==> src/rtl/usr_pkg.sv <==
// Shared mode encodings for the universal shift register and its per-bit cells.
// Mode codes are fixed by the sel port: hold, shift left, shift right, parallel load.
package usr_pkg;

  localparam logic [1:0] USR_HOLD = 2'b00;
  localparam logic [1:0] USR_SHL  = 2'b01;
  localparam logic [1:0] USR_SHR  = 2'b10;
  localparam logic [1:0] USR_LOAD = 2'b11;

  typedef enum logic [1:0] {
    ModeHold = USR_HOLD,
    ModeShl  = USR_SHL,
    ModeShr  = USR_SHR,
    ModeLoad = USR_LOAD
  } usr_mode_e;

  // Maps a raw select value onto the mode type; all four codes are legal.
  function automatic usr_mode_e usr_decode(input logic [1:0] sel);
    return usr_mode_e'(sel);
  endfunction

endpackage

==> src/rtl/usr_bit_cell.sv <==
// One storage bit of the universal shift register: a 4:1 next-state mux feeding a flop.
// i_from_lo is the neighbour taken on a left shift, i_from_hi the one taken on a right shift.
module usr_bit_cell
  import usr_pkg::*;
(
  input  logic      clk,
  input  logic      rst,
  input  usr_mode_e i_mode,
  input  logic      i_from_lo,
  input  logic      i_from_hi,
  input  logic      i_load,
  output logic      o_q
);

  logic r_q;
  logic w_d;

  always_comb begin
    w_d = r_q;
    unique case (i_mode)
      ModeHold: w_d = r_q;
      ModeShl:  w_d = i_from_lo;
      ModeShr:  w_d = i_from_hi;
      ModeLoad: w_d = i_load;
      default:  w_d = r_q;
    endcase
  end

  always_ff @(posedge clk) begin
    if (rst) begin
      r_q <= 1'b0;
    end else begin
      r_q <= w_d;
    end
  end

  assign o_q = r_q;

endmodule

==> src/rtl/universal_shift_register.sv <==
// Parameterised universal shift register: hold, shift left, shift right, parallel load.
// Optional macro USR_ROTATE_EN adds a rot input that turns the shift modes into rotates.
module universal_shift_register
  import usr_pkg::*;
#(
  parameter int unsigned WIDTH = 4
) (
  output logic [WIDTH-1:0] PO,
  input  logic [WIDTH-1:0] PI,
  input  logic             clk,
  input  logic             rst,
  input  logic [1:0]       sel,
  input  logic             SI
`ifdef USR_ROTATE_EN
  ,
  input  logic             rot
`endif
);

  usr_mode_e        w_mode;
  logic             w_lsb_fill;
  logic             w_msb_fill;
  logic [WIDTH-1:0] w_q;
  logic [WIDTH-1:0] w_from_lo;
  logic [WIDTH-1:0] w_from_hi;

  assign w_mode = usr_decode(sel);

`ifdef USR_ROTATE_EN
  // While rotating, the boundary bits wrap around and SI is ignored.
  assign w_lsb_fill = rot ? w_q[WIDTH-1] : SI;
  assign w_msb_fill = rot ? w_q[0]       : SI;
`else
  assign w_lsb_fill = SI;
  assign w_msb_fill = SI;
`endif

  assign w_from_lo = {w_q[WIDTH-2:0], w_lsb_fill};
  assign w_from_hi = {w_msb_fill, w_q[WIDTH-1:1]};

  for (genvar g = 0; g < WIDTH; g++) begin : g_cell
    usr_bit_cell u_cell (
      .clk       (clk),
      .rst       (rst),
      .i_mode    (w_mode),
      .i_from_lo (w_from_lo[g]),
      .i_from_hi (w_from_hi[g]),
      .i_load    (PI[g]),
      .o_q       (w_q[g])
    );
  end

  assign PO = w_q;

endmodule

==> config.mk <==
export PLATFORM = sky130hd
export DESIGN_NAME = universal_shift_register
export DESIGN_NICKNAME = d
export VERILOG_FILES = /design/src/rtl/usr_pkg.sv /design/src/rtl/usr_bit_cell.sv /design/src/rtl/universal_shift_register.sv
export SDC_FILE = /design/constraint.sdc
export NUM_CORES = 1
export LEC_CHECK = 0
export ABC_CLOCK_PERIOD_IN_PS = 1600
export CORE_AREA = 2 2 39 41
export DETAILED_ROUTE_END_ITERATION = 10
export DIE_AREA = 0 0 41 43
export PLACE_DENSITY_LB_ADDON = 0.25
export SLEW_MARGIN = 20
export SYNTH_ARGS = -nofsm -noshare
export SYNTH_HDL_FRONTEND = slang
export SYNTH_SLANG_ARGS = --single-unit
==> constraint.sdc <==
create_clock -name clk -period 1.6 [get_ports clk]
set_input_delay 0.4 -clock clk [delete_from_list [all_inputs] [get_ports clk]]
set_output_delay 0.4 -clock clk [all_outputs]
set_load 0.01 [all_outputs]
==> results of run 1 <==
cells in the mapped netlist:
cell | count | area, µm²
buf_4 | 4 | 30.0
dfxtp_1 | 4 | 80.1
mux4_1 | 1 | 26.3
mux4_2 | 3 | 67.6
nor2b_1 | 4 | 25.0
power groups by stage:
| stage | combinational, mW | clock [mW] | sequential (mW) |
|---|---|---|---|
| global placement | 0.0659 | 0 | 0.115 |
| floorplan | 0.0339 | 0 | 0.112 |
| detailed placement | 0.0665 | 0 | 0.114 |
| CTS | 0.0664 | 0.130 | 0.113 |
| finish | 0.0648 | 0.122 | 0.113 |
| global route | 0.0692 | 0.135 | 0.114 |
cell type report:
cell class,instances,area [µm²]
sequential,4,80.1
multi-input combinational,8,119
fill,143,1000
clock buffer,3,22.5
timing repair buffer,14,140
tap,16,20.0
worst max-delay path by stage:
stage / from / endpoint / slack, ns / cells after the start
finish: g_cell[1].u_cell.o_q$_SDFFE_PP0P_ / PO[1] / 0.05 / 1
global route: g_cell[1].u_cell.o_q$_SDFFE_PP0P_ / PO[1] / 0.0004 / 1
CTS: g_cell[1].u_cell.o_q$_SDFFE_PP0P_ / PO[1] / 0.03 / 1
detailed placement: sel[0] / g_cell[3].u_cell.o_q$_SDFFE_PP0P_ / -0.20 / 3
global placement: sel[0] / g_cell[3].u_cell.o_q$_SDFFE_PP0P_ / -0.18 / 3
floorplan: sel[0] / g_cell[3].u_cell.o_q$_SDFFE_PP0P_ / 0.46 / 2
cell families after synthesis:
group | after synthesis | share of synthesized area, %
muxes | 4 | 41.0
DFF | 4 | 35.0
and+or+nand+nor | 4 | 10.9
buffers and inverters | 4 | 13.1
worst register-to-register path: stages, from the launching register on:
cell and delay (ns):
dfxtp_1 0.32, mux4_1 0.48, nor2b_1 0.14
routing by layer:
metal	wire length, µm	vias to the layer above
li1	-	84
met1	183	83
met2	249	9
met3	30	2
met4	19	0
met5	0	-
metrics by stage:
stage	utilization [%]	worst slack, ns	power [mW]
final	27.6	0.0546	0.300
after global routing	27.6	0.000364	0.319
after CTS	27.2	0.0342	0.310
after detailed placement	25.6	-0.205	0.181
after global placement	25.6	-0.175	0.181
after floorplan	-	0.456	0.146
==> results.json, run 1 <==
{
  "drt_iter0_markers": 1,
  "worst-path-buf-inv": 1,
  "cts_made_buffers": 3,
  "rsz0062_at_grt": "false",
  "cp_cell_sequence": "clkdlybuf4s50_1",
  "fin_crit_sh_pct": 96.6,
  "yosysUniqueCellTypes": 5,
  "hp-class": "reg -> reg",
  "layout.cells.most_common": "clkdlybuf4s50_1",
  "grt_max_degree": 5,
  "max_cap_viol_count": 0,
  "syn_area_um2": 229,
  "hpwl_um": 404,
  "die_area_um2": 1760,
  "crit_slowest_cell": "clkdlybuf4s50_1",
  "nets": 40,
  "place.gp.congestion": 0.674,
  "grt_pass1_vias": 200,
  "r2r-start": "g_cell[2].u_cell.o_q$_SDFFE_PP0P_",
  "worstSetupPathType": "reg -> out",
  "min_path_cells": 2,
  "finalCriticalPeriod_ns": 1.55,
  "final_cell_mix": "clkdlybuf4s50_1, nor2b_1, dfxtp_1",
  "fp.dieH_um": 43,
  "fin_tns_setup_ns": 0,
  "cts_hold_buf": 0,
  "critPathTopFamily": "buffers and inverters",
  "largest_register_ffs": 4,
  "overflow": 0,
  "hp-start": "g_cell[3].u_cell.o_q$_SDFFE_PP0P_",
  "p_sw_uw": 60.4,
  "io_buffers": 12,
  "vdd_drop_max_mv": 0.174,
  "start_kind": "flop",
  "antenna_cells": 0,
  "grt-busiest-layer": "met4",
  "power_density_nw_per_um2": 785,
  "end_kind": "output pin",
  "cp.required_ns": 1.20,
  "relSlewSlack_pct": 85.7,
  "cts_resized": 0,
  "grt_use_met1_pct": 9.27,
  "pwr-share-seq_pct": 37.7,
  "avgViaCountPerCell": 3.96,
  "drive_above_1_share_pct": 27.6,
  "num_io_pins": 13,
  "netlist_instances": 16,
  "yosys_warnings": 0,
  "drt-pass1-iter-count": 2,
  "groute.usage.overall_pct": 7.50,
  "cp.arrival_ns": 1.15,
  "dp.cells": 42,
  "p_leak_nw": 0.168,
  "clk_latency_ns": 0.23,
  "die_w_um": 41,
  "antenna_found_initial": 0,
  "cpPeakStageDelay_ns": 0.55,
  "ys_seq_area_share_pct": 35.0,
  "reg2reg_depth": 2,
  "cts_root_buffer": "clkbuf_4",
  "p_clk_share_pct": 40.7,
  "syn_nets": 25,
  "cts_buffer_depth": 2,
  "comb_power_share_pct": 21.6,
  "clk_pin_slew_ns": 0.04,
  "tightest_slew_ns": 0.214,
  "setup_violations": 0,
  "grt_pass1_wl_um": 828,
  "h-tree-depth": 1,
  "hold_slack_ns": 0.726,
  "num_vias": 178,
  "hold_viol": 0,
  "cts.sinks": 4,
  "rows": 14,
  "fin_area_um2": 382,
  "totalWireLength_um": 483,
  "status": "completed",
  "area_growth_pct": 66.7,
  "fmax_mhz": 647,
  "skew_ns": 0.00288,
  "core_um2": 1380,
  "regToRegEndpoint": "g_cell[3].u_cell.o_q$_SDFFE_PP0P_",
  "start_util_pct": 16.5,
  "groute.layer.met2.usage_pct": 9.69,
  "worstPathMaxFanout": 4,
  "power.internal_uw": 239,
  "whs_endpoint": "g_cell[3].u_cell.o_q$_SDFFE_PP0P_",
  "ant_nets": 0,
  "fin_cells": 45,
  "drc": 0,
  "wl_per_cell_um": 10.7,
  "regToRegSetupSlack_ns": 0.55,
  "switching_share_pct": 20.1,
  "place_area_um2": 354,
  "cts_tree": "yes",
  "synth-seq-cells": 4,
  "post_cts_buffers": 0,
  "syn_area_per_cell_um2": 14.3,
  "use_met3_pct": 0,
  "maxSlewViolCount": 0
}
Note: power is estimated with default switching activity, not from simulation.
==> run 2: changes to the inputs <==
--- a/config.mk
+++ b/config.mk
@@ -5,6 +5,7 @@
 export SDC_FILE = /design/constraint.sdc
 export NUM_CORES = 1
 export LEC_CHECK = 0
+export ABC_AREA = 1
 export ABC_CLOCK_PERIOD_IN_PS = 1600
 export CORE_AREA = 2 2 39 41
 export DETAILED_ROUTE_END_ITERATION = 10
==> run 2 against run 1 <==
Against the previous run: design area rose by 8.9%; die area unchanged; hold slack lost 0.19 ns; via count rose by 61%; largest cell class is now multi-input gates; sequential power is essentially flat; clock power about the same; cell count increased by 58%; combinational power grew 19%; highest routed layer is now met3; critical endpoint unchanged; fmax up 0.29%; critical path depth stayed put; synthesized cell count rose to 2.8 times the previous value.
==> results.json, run 2 <==
{
  "status": "completed",
  "totalWireLength_um": 585,
  "min_path_cells": 2,
  "yosysUniqueCellTypes": 15,
  "hp-class": "reg -> reg",
  "core_um2": 1380,
  "hold_viol": 0,
  "nets": 66,
  "ys_seq_area_share_pct": 27.5,
  "critPathTopFamily": "buffers and inverters",
  "hpwl_um": 494,
  "max_cap_viol_count": 0,
  "tightest_slew_ns": 0.310,
  "crit_slowest_cell": "clkdlybuf4s50_1",
  "cpPeakStageDelay_ns": 0.55,
  "synth_xor_area_share_pct": 0,
  "worstPathMaxFanout": 4,
  "worst-path-buf-inv": 1,
  "synth_top_area_share_pct": 27.5,
  "syn_nets": 54,
  "cts_root_buffer": "clkbuf_4",
  "synth-seq-cells": 4,
  "grt_pass1_wl_um": 1000,
  "synth_fa_ha_area_share_pct": 0,
  "area_growth_pct": 42.5,
  "final_cell_mix": "clkdlybuf4s50_1, nand3_1, nand2_1, nor2_1, inv_1",
  "cts_tree": "yes",
  "yosys_warnings": 0,
  "cp_cell_sequence": "clkdlybuf4s50_1",
  "r2r-start": "g_cell[1].u_cell.o_q$_SDFFE_PP0P_",
  "drt-pass1-iter-count": 4,
  "finalCriticalPeriod_ns": 1.54,
  "async_flop_share_pct": 0,
  "fin_cells": 71,
  "overflow": 0,
  "synth_compound_area_share_pct": 11.2,
  "h-tree-depth": 1,
  "rows": 14,
  "post-synth-top-count-cell": "nand3_1",
  "ant_nets": 0,
  "place.gp.congestion": 0.677,
  "yosys-top-cells-count": "nand3_1, nand2_1, nor2_1",
  "grt_pass1_vias": 251,
  "synth_mux_area_share_pct": 0,
  "largest_register_ffs": 4,
  "drt_iter0_markers": 8,
  "clk_latency_ns": 0.23,
  "netlist_instances": 45,
  "cts_made_buffers": 3,
  "post_cts_buffers": 0,
  "synth-edff-count": 0,
  "whs_endpoint": "g_cell[3].u_cell.o_q$_SDFFE_PP0P_",
  "p_leak_nw": 0.198,
  "layout.cells.most_common": "clkdlybuf4s50_1",
  "cp.required_ns": 1.20,
  "drc": 0,
  "end_kind": "output pin",
  "synth_top_family_by_area": "simple AND/OR/NAND/NOR gates",
  "layout_setup_ws_ns": 0.0591,
  "relSlewSlack_pct": 79.3,
  "synth_top_flop_cell": "dfxtp_1",
  "syn_area_per_cell_um2": 6.48,
  "hp-start": "g_cell[3].u_cell.o_q$_SDFFE_PP0P_",
  "clk_pin_slew_ns": 0.04,
  "pre_cts_ws_ns": 0.0324,
  "power_density_nw_per_um2": 753,
  "antenna_cells": 0,
  "antenna_found_initial": 0,
  "rsz0062_at_grt": "false",
  "num_vias": 287,
  "regToRegEndpoint": "g_cell[2].u_cell.o_q$_SDFFE_PP0P_",
  "grt_max_degree": 9,
  "groute.usage.overall_pct": 8.73,
  "cts_buffer_depth": 2,
  "die_area_um2": 1760,
  "synth-simple-area-share_pct": 37.3,
  "dp.cells": 68,
  "cp.arrival_ns": 1.14,
  "synthTopCellsByArea": "dfxtp_1, nand3_1, buf_4",
  "fin_tns_setup_ns": 0,
  "reg2reg_depth": 4,
  "fp.dieH_um": 43,
  "synth_largest_area_cell": "dfxtp_1",
  "start_kind": "flop",
  "skew_ns": 0.000976,
  "die_w_um": 41,
  "start_util_pct": 21.1,
  "fmax_mhz": 649,
  "fin_crit_sh_pct": 96.3,
  "avgViaCountPerCell": 4.04,
  "vdd_drop_max_mv": 0.543,
  "cts.sinks": 4,
  "num_io_pins": 13,
  "drive_above_1_share_pct": 14.5,
  "wl_per_cell_um": 8.24,
  "maxSlewViolCount": 0,
  "syn_area_um2": 292,
  "regToRegSetupSlack_ns": 0.89,
  "worstSetupPathType": "reg -> out",
  "setup_violations": 0,
  "io_buffers": 12
}
-- run 2: cell count changes after synthesis, moves of 4 or more --
cell / before / now
nand2_1: 0 / 6
nor2b_1: 4 / 0
nand3_1: 0 / 8
nor2_1: 0 / 6
inv_1: 0 / 5
-- run 2: kinds of logic (layout without fill, tap and decap cells) --
group,after synthesis,after routing
and+or+nand+nor,23,23
AOI/OAI and AO/OA,6,6
DFF,4,4
buffers and inverters,12,22
-- run 2: how the worst max path moves through the flow --
| stage | start | end | slack [ns] | cells past startpoint |
|---|---|---|---|---|
| 3_5_place_dp | sel[1] | g_cell[1].u_cell.o_q$_SDFFE_PP0P_ | 0.03 | 6 |
| 2_1_floorplan | sel[1] | g_cell[1].u_cell.o_q$_SDFFE_PP0P_ | 0.67 | 5 |
| 5_1_grt | g_cell[2].u_cell.o_q$_SDFFE_PP0P_ | PO[2] | 0.005 | 1 |
| 3_3_place_gp | sel[1] | g_cell[1].u_cell.o_q$_SDFFE_PP0P_ | 0.03 | 6 |
| 6_report | g_cell[1].u_cell.o_q$_SDFFE_PP0P_ | PO[1] | 0.06 | 1 |
| 4_1_cts | g_cell[1].u_cell.o_q$_SDFFE_PP0P_ | PO[1] | 0.04 | 1 |
-- run 2: per-layer routing --
metal | vias to the layer above | track usage (%) | share of wire (%)
li1 | 159 | - | -
met1 | 117 | 11.2 | 46
met2 | 11 | 10.6 | 44
met3 | 0 | 7.85 | 10
met4 | 0 | 2.00 | 0
met5 | - | 0 | 0
-- run 2: final cells by class --
| type | instances | area [µm²] |
|---|---|---|
| inverter | 7 | 28.8 |
| multi-input combinational | 29 | 141 |
| tap | 16 | 20.0 |
| timing repair buffer | 12 | 123 |
| fill | 163 | 968 |
| clock buffer | 3 | 22.5 |
| sequential | 4 | 80.1 |
-- run 2: power breakdown --
group	internal [mW]	switching [mW]	total (mW)
clock network	0.0836	0.0371	0.121
registers	0.108	0.00662	0.115
logic	0.0431	0.0340	0.0771
total	0.235	0.0778	0.313
-- run 2: stage by stage --
stage / power (mW) / util, % / hold WS (ns) / instance area [µm²]
global route: 0.337 / 30.0 / 0.581 / 415
floorplan: 0.165 / - / 0.505 / 292
detailed placement: 0.195 / 28.2 / 0.547 / 390
CTS: 0.322 / 29.8 / 0.545 / 413
finish: 0.313 / 30.0 / 0.537 / 415
global placement: 0.195 / 28.2 / 0.530 / 390
-- run 2: what timing repair did --
item | 4_1_cts | 5_1_grt
hold buffers | 0 | 0
gates resized for setup | 0 | 1
hold endpoints to repair | 0 | 0
endpoints found under the setup margin | 0 | 1
==> run 3: changes to the inputs <==
--- a/config.mk
+++ b/config.mk
@@ -8,8 +8,10 @@
 export ABC_AREA = 1
 export ABC_CLOCK_PERIOD_IN_PS = 1600
 export CORE_AREA = 2 2 39 41
+export CTS_BUF_LIST = sky130_fd_sc_hd__clkbuf_8
 export DETAILED_ROUTE_END_ITERATION = 10
 export DIE_AREA = 0 0 41 43
+export GPL_TIMING_DRIVEN = 0
 export PLACE_DENSITY_LB_ADDON = 0.25
 export SLEW_MARGIN = 20
 export SYNTH_ARGS = -nofsm -noshare
==> run 3 against run 2 <==
Against the previous run: sequential power barely moved; register-to-register slack about the same; die area did not move; core utilization increased by 4.1 points; critical endpoint is now PO[0]; clock skew hardly changed; via count increased by 5.6%; clock power grew 70%; count of clock-buffer cells in the layout stayed put; worst setup slack better by 0.20 ns; first-iteration DRC count fell by 13%; critical path type unchanged; cell count rose by 5.6%; sequential cell count unchanged.
==> results.json, run 3 (same netlist as run 2, synthesis figures left out) <==
{
  "cts.sinks": 4,
  "rows": 14,
  "cts_tree": "yes",
  "post_cts_buffers": 0,
  "power_density_nw_per_um2": 862,
  "cts_root_buffer": "clkbuf_8",
  "max_cap_viol_count": 0,
  "layout.cells.most_common": "nand3_1",
  "status": "completed",
  "rsz0062_at_grt": "false",
  "drive_above_1_share_pct": 25.4,
  "fin_tns_setup_ns": 0,
  "num_io_pins": 13,
  "maxSlewViolCount": 0,
  "power.internal_uw": 319,
  "hp-start": "g_cell[3].u_cell.o_q$_SDFFE_PP0P_",
  "worstSetupPathType": "reg -> out",
  "grt_max_degree": 9,
  "end_kind": "output pin",
  "totalWireLength_um": 607,
  "die_w_um": 41,
  "hold_slack_ns": 0.527,
  "cp.required_ns": 1.20,
  "setup_violations": 0,
  "p_clk_share_pct": 50.6,
  "drc": 0,
  "nets": 70,
  "groute.usage.overall_pct": 8.84,
  "cp.arrival_ns": 0.94,
  "r2r-start": "g_cell[0].u_cell.o_q$_SDFFE_PP0P_",
  "cpPeakStageDelay_ns": 0.36,
  "area_growth_pct": 61.8,
  "antenna_found_initial": 0,
  "antenna_cells": 0,
  "switching_share_pct": 21.7,
  "fin_area_um2": 472,
  "place.gp.congestion": 0.657,
  "p_total_uw": 407,
  "cts_resized": 3,
  "overflow": 0,
  "die_area_um2": 1760,
  "fp.dieH_um": 43,
  "core_um2": 1380,
  "grt_pass1_wl_um": 1010,
  "highest_layer": "met3",
  "cp_cell_sequence": "buf_4 -> dlygate4sd2_1",
  "relSlewSlack_pct": 87.0,
  "place_area_um2": 422,
  "reg2reg_depth": 4,
  "regToRegEndpoint": "g_cell[1].u_cell.o_q$_SDFFE_PP0P_",
  "met3WireLength_um": 71,
  "num_vias": 303,
  "clk_latency_ns": 0.21,
  "fin_crit_sh_pct": 83.9,
  "io_buffers": 11,
  "hold_viol": 0,
  "drt-met1-wl_um": 273,
  "cts_buffer_depth": 2,
  "vdd_drop_max_mv": 0.564,
  "cts_hold_buf": 0,
  "p_sw_uw": 88.1,
  "layout_setup_ws_ns": 0.258,
  "cts_made_buffers": 3,
  "worstPathMaxFanout": 3,
  "wl_per_cell_um": 8.09,
  "final_cell_mix": "nand3_1, clkdlybuf4s50_1, nand2_1, nor2_1, inv_1",
  "finalCriticalPeriod_ns": 1.34,
  "comb_power_share_pct": 20.9,
  "fmax_mhz": 745,
  "drt_iter0_markers": 7,
  "pre_cts_ws_ns": 0.0945,
  "p_leak_nw": 0.263,
  "wl_met2_um": 263,
  "crit_slowest_cell": "dfxtp_1",
  "skew_ns": 0.000625,
  "largest_register_ffs": 4,
  "h-tree-depth": 1,
  "ant_nets": 0,
  "min_path_cells": 2,
  "tightest_slew_ns": 0.194,
  "start_kind": "flop",
  "drt-pass1-iter-count": 4,
  "start_util_pct": 21.1,
  "avgViaCountPerCell": 4.04,
  "pwr-share-seq_pct": 28.6,
  "whs_endpoint": "g_cell[3].u_cell.o_q$_SDFFE_PP0P_",
  "grt_pass1_vias": 276,
  "hp-class": "reg -> reg",
  "regToRegSetupSlack_ns": 0.88,
  "fillers": 153,
  "clk_pin_slew_ns": 0.03,
  "hpwl_um": 481
}
==> run 3: cell types whose count changed in the layout (fill, tap and decap cells not counted) <==
cell             before  now
buf_4                 0    4
clkdlybuf4s50_1      11    7
clkbuf_4              3    0
clkbuf_8              0    3
dfxtp_1               4    2
dfxtp_2               0    2
dlymetal6s2s_1        1    3
buf_6                 0    1
dlygate4sd2_1         0    1
==> run 3: power groups by stage <==
stage          Combinational (mW)  Sequential [mW]  Clock [mW]
5_1_grt                    0.0949            0.117       0.227
4_1_cts                    0.0880            0.116       0.212
2_1_floorplan              0.0502            0.115           0
3_5_place_dp               0.0887            0.117           0
6_report                   0.0849            0.116       0.206
3_3_place_gp               0.0886            0.117           0
==> run 3: critical path: cells and delay by family (launching register included) <==
family | cells | cell delay [ns]
DFF | 1 | 0.36
buffers and inverters | 2 | 0.37
==> run 3: through the flow <==
stage	util [%]	std cells
after detailed placement	30.5	72
final	34.1	75
after CTS	33.5	75
after global placement	30.5	72
after floorplan	-	45
after global routing	34.1	75
==> run 3: area by class of cell <==
type / count / area (µm²) / share of cell area, %
multi-input combinational: 29 / 141 / 30.0
timing repair buffer: 11 / 116 / 24.7
sequential: 4 / 82.6 / 17.5
clock buffer: 3 / 41.3 / 8.75
buffer: 5 / 41.3 / 8.75
inverter: 7 / 28.8 / 6.10
tap: 16 / 20.0 / 4.24
==> run 3: metal layers <==
layer	track usage [%]	vias to the layer above
met3	7.85	0
met4	4.00	0
met5	0	-
met2	11.6	10
met1	9.65	127
li1	-	166
==> run 3: worst max-delay path by stage <==
stage / start / to / slack (ns)
2_1_floorplan: sel[1] / g_cell[1].u_cell.o_q$_SDFFE_PP0P_ / 0.67
3_3_place_gp: sel[0] / g_cell[1].u_cell.o_q$_SDFFE_PP0P_ / 0.11
3_5_place_dp: sel[0] / g_cell[1].u_cell.o_q$_SDFFE_PP0P_ / 0.09
4_1_cts: g_cell[3].u_cell.o_q$_SDFFE_PP0P_ / PO[3] / 0.02
5_1_grt: g_cell[0].u_cell.o_q$_SDFFE_PP0P_ / PO[0] / 0.21
6_report: g_cell[0].u_cell.o_q$_SDFFE_PP0P_ / PO[0] / 0.26
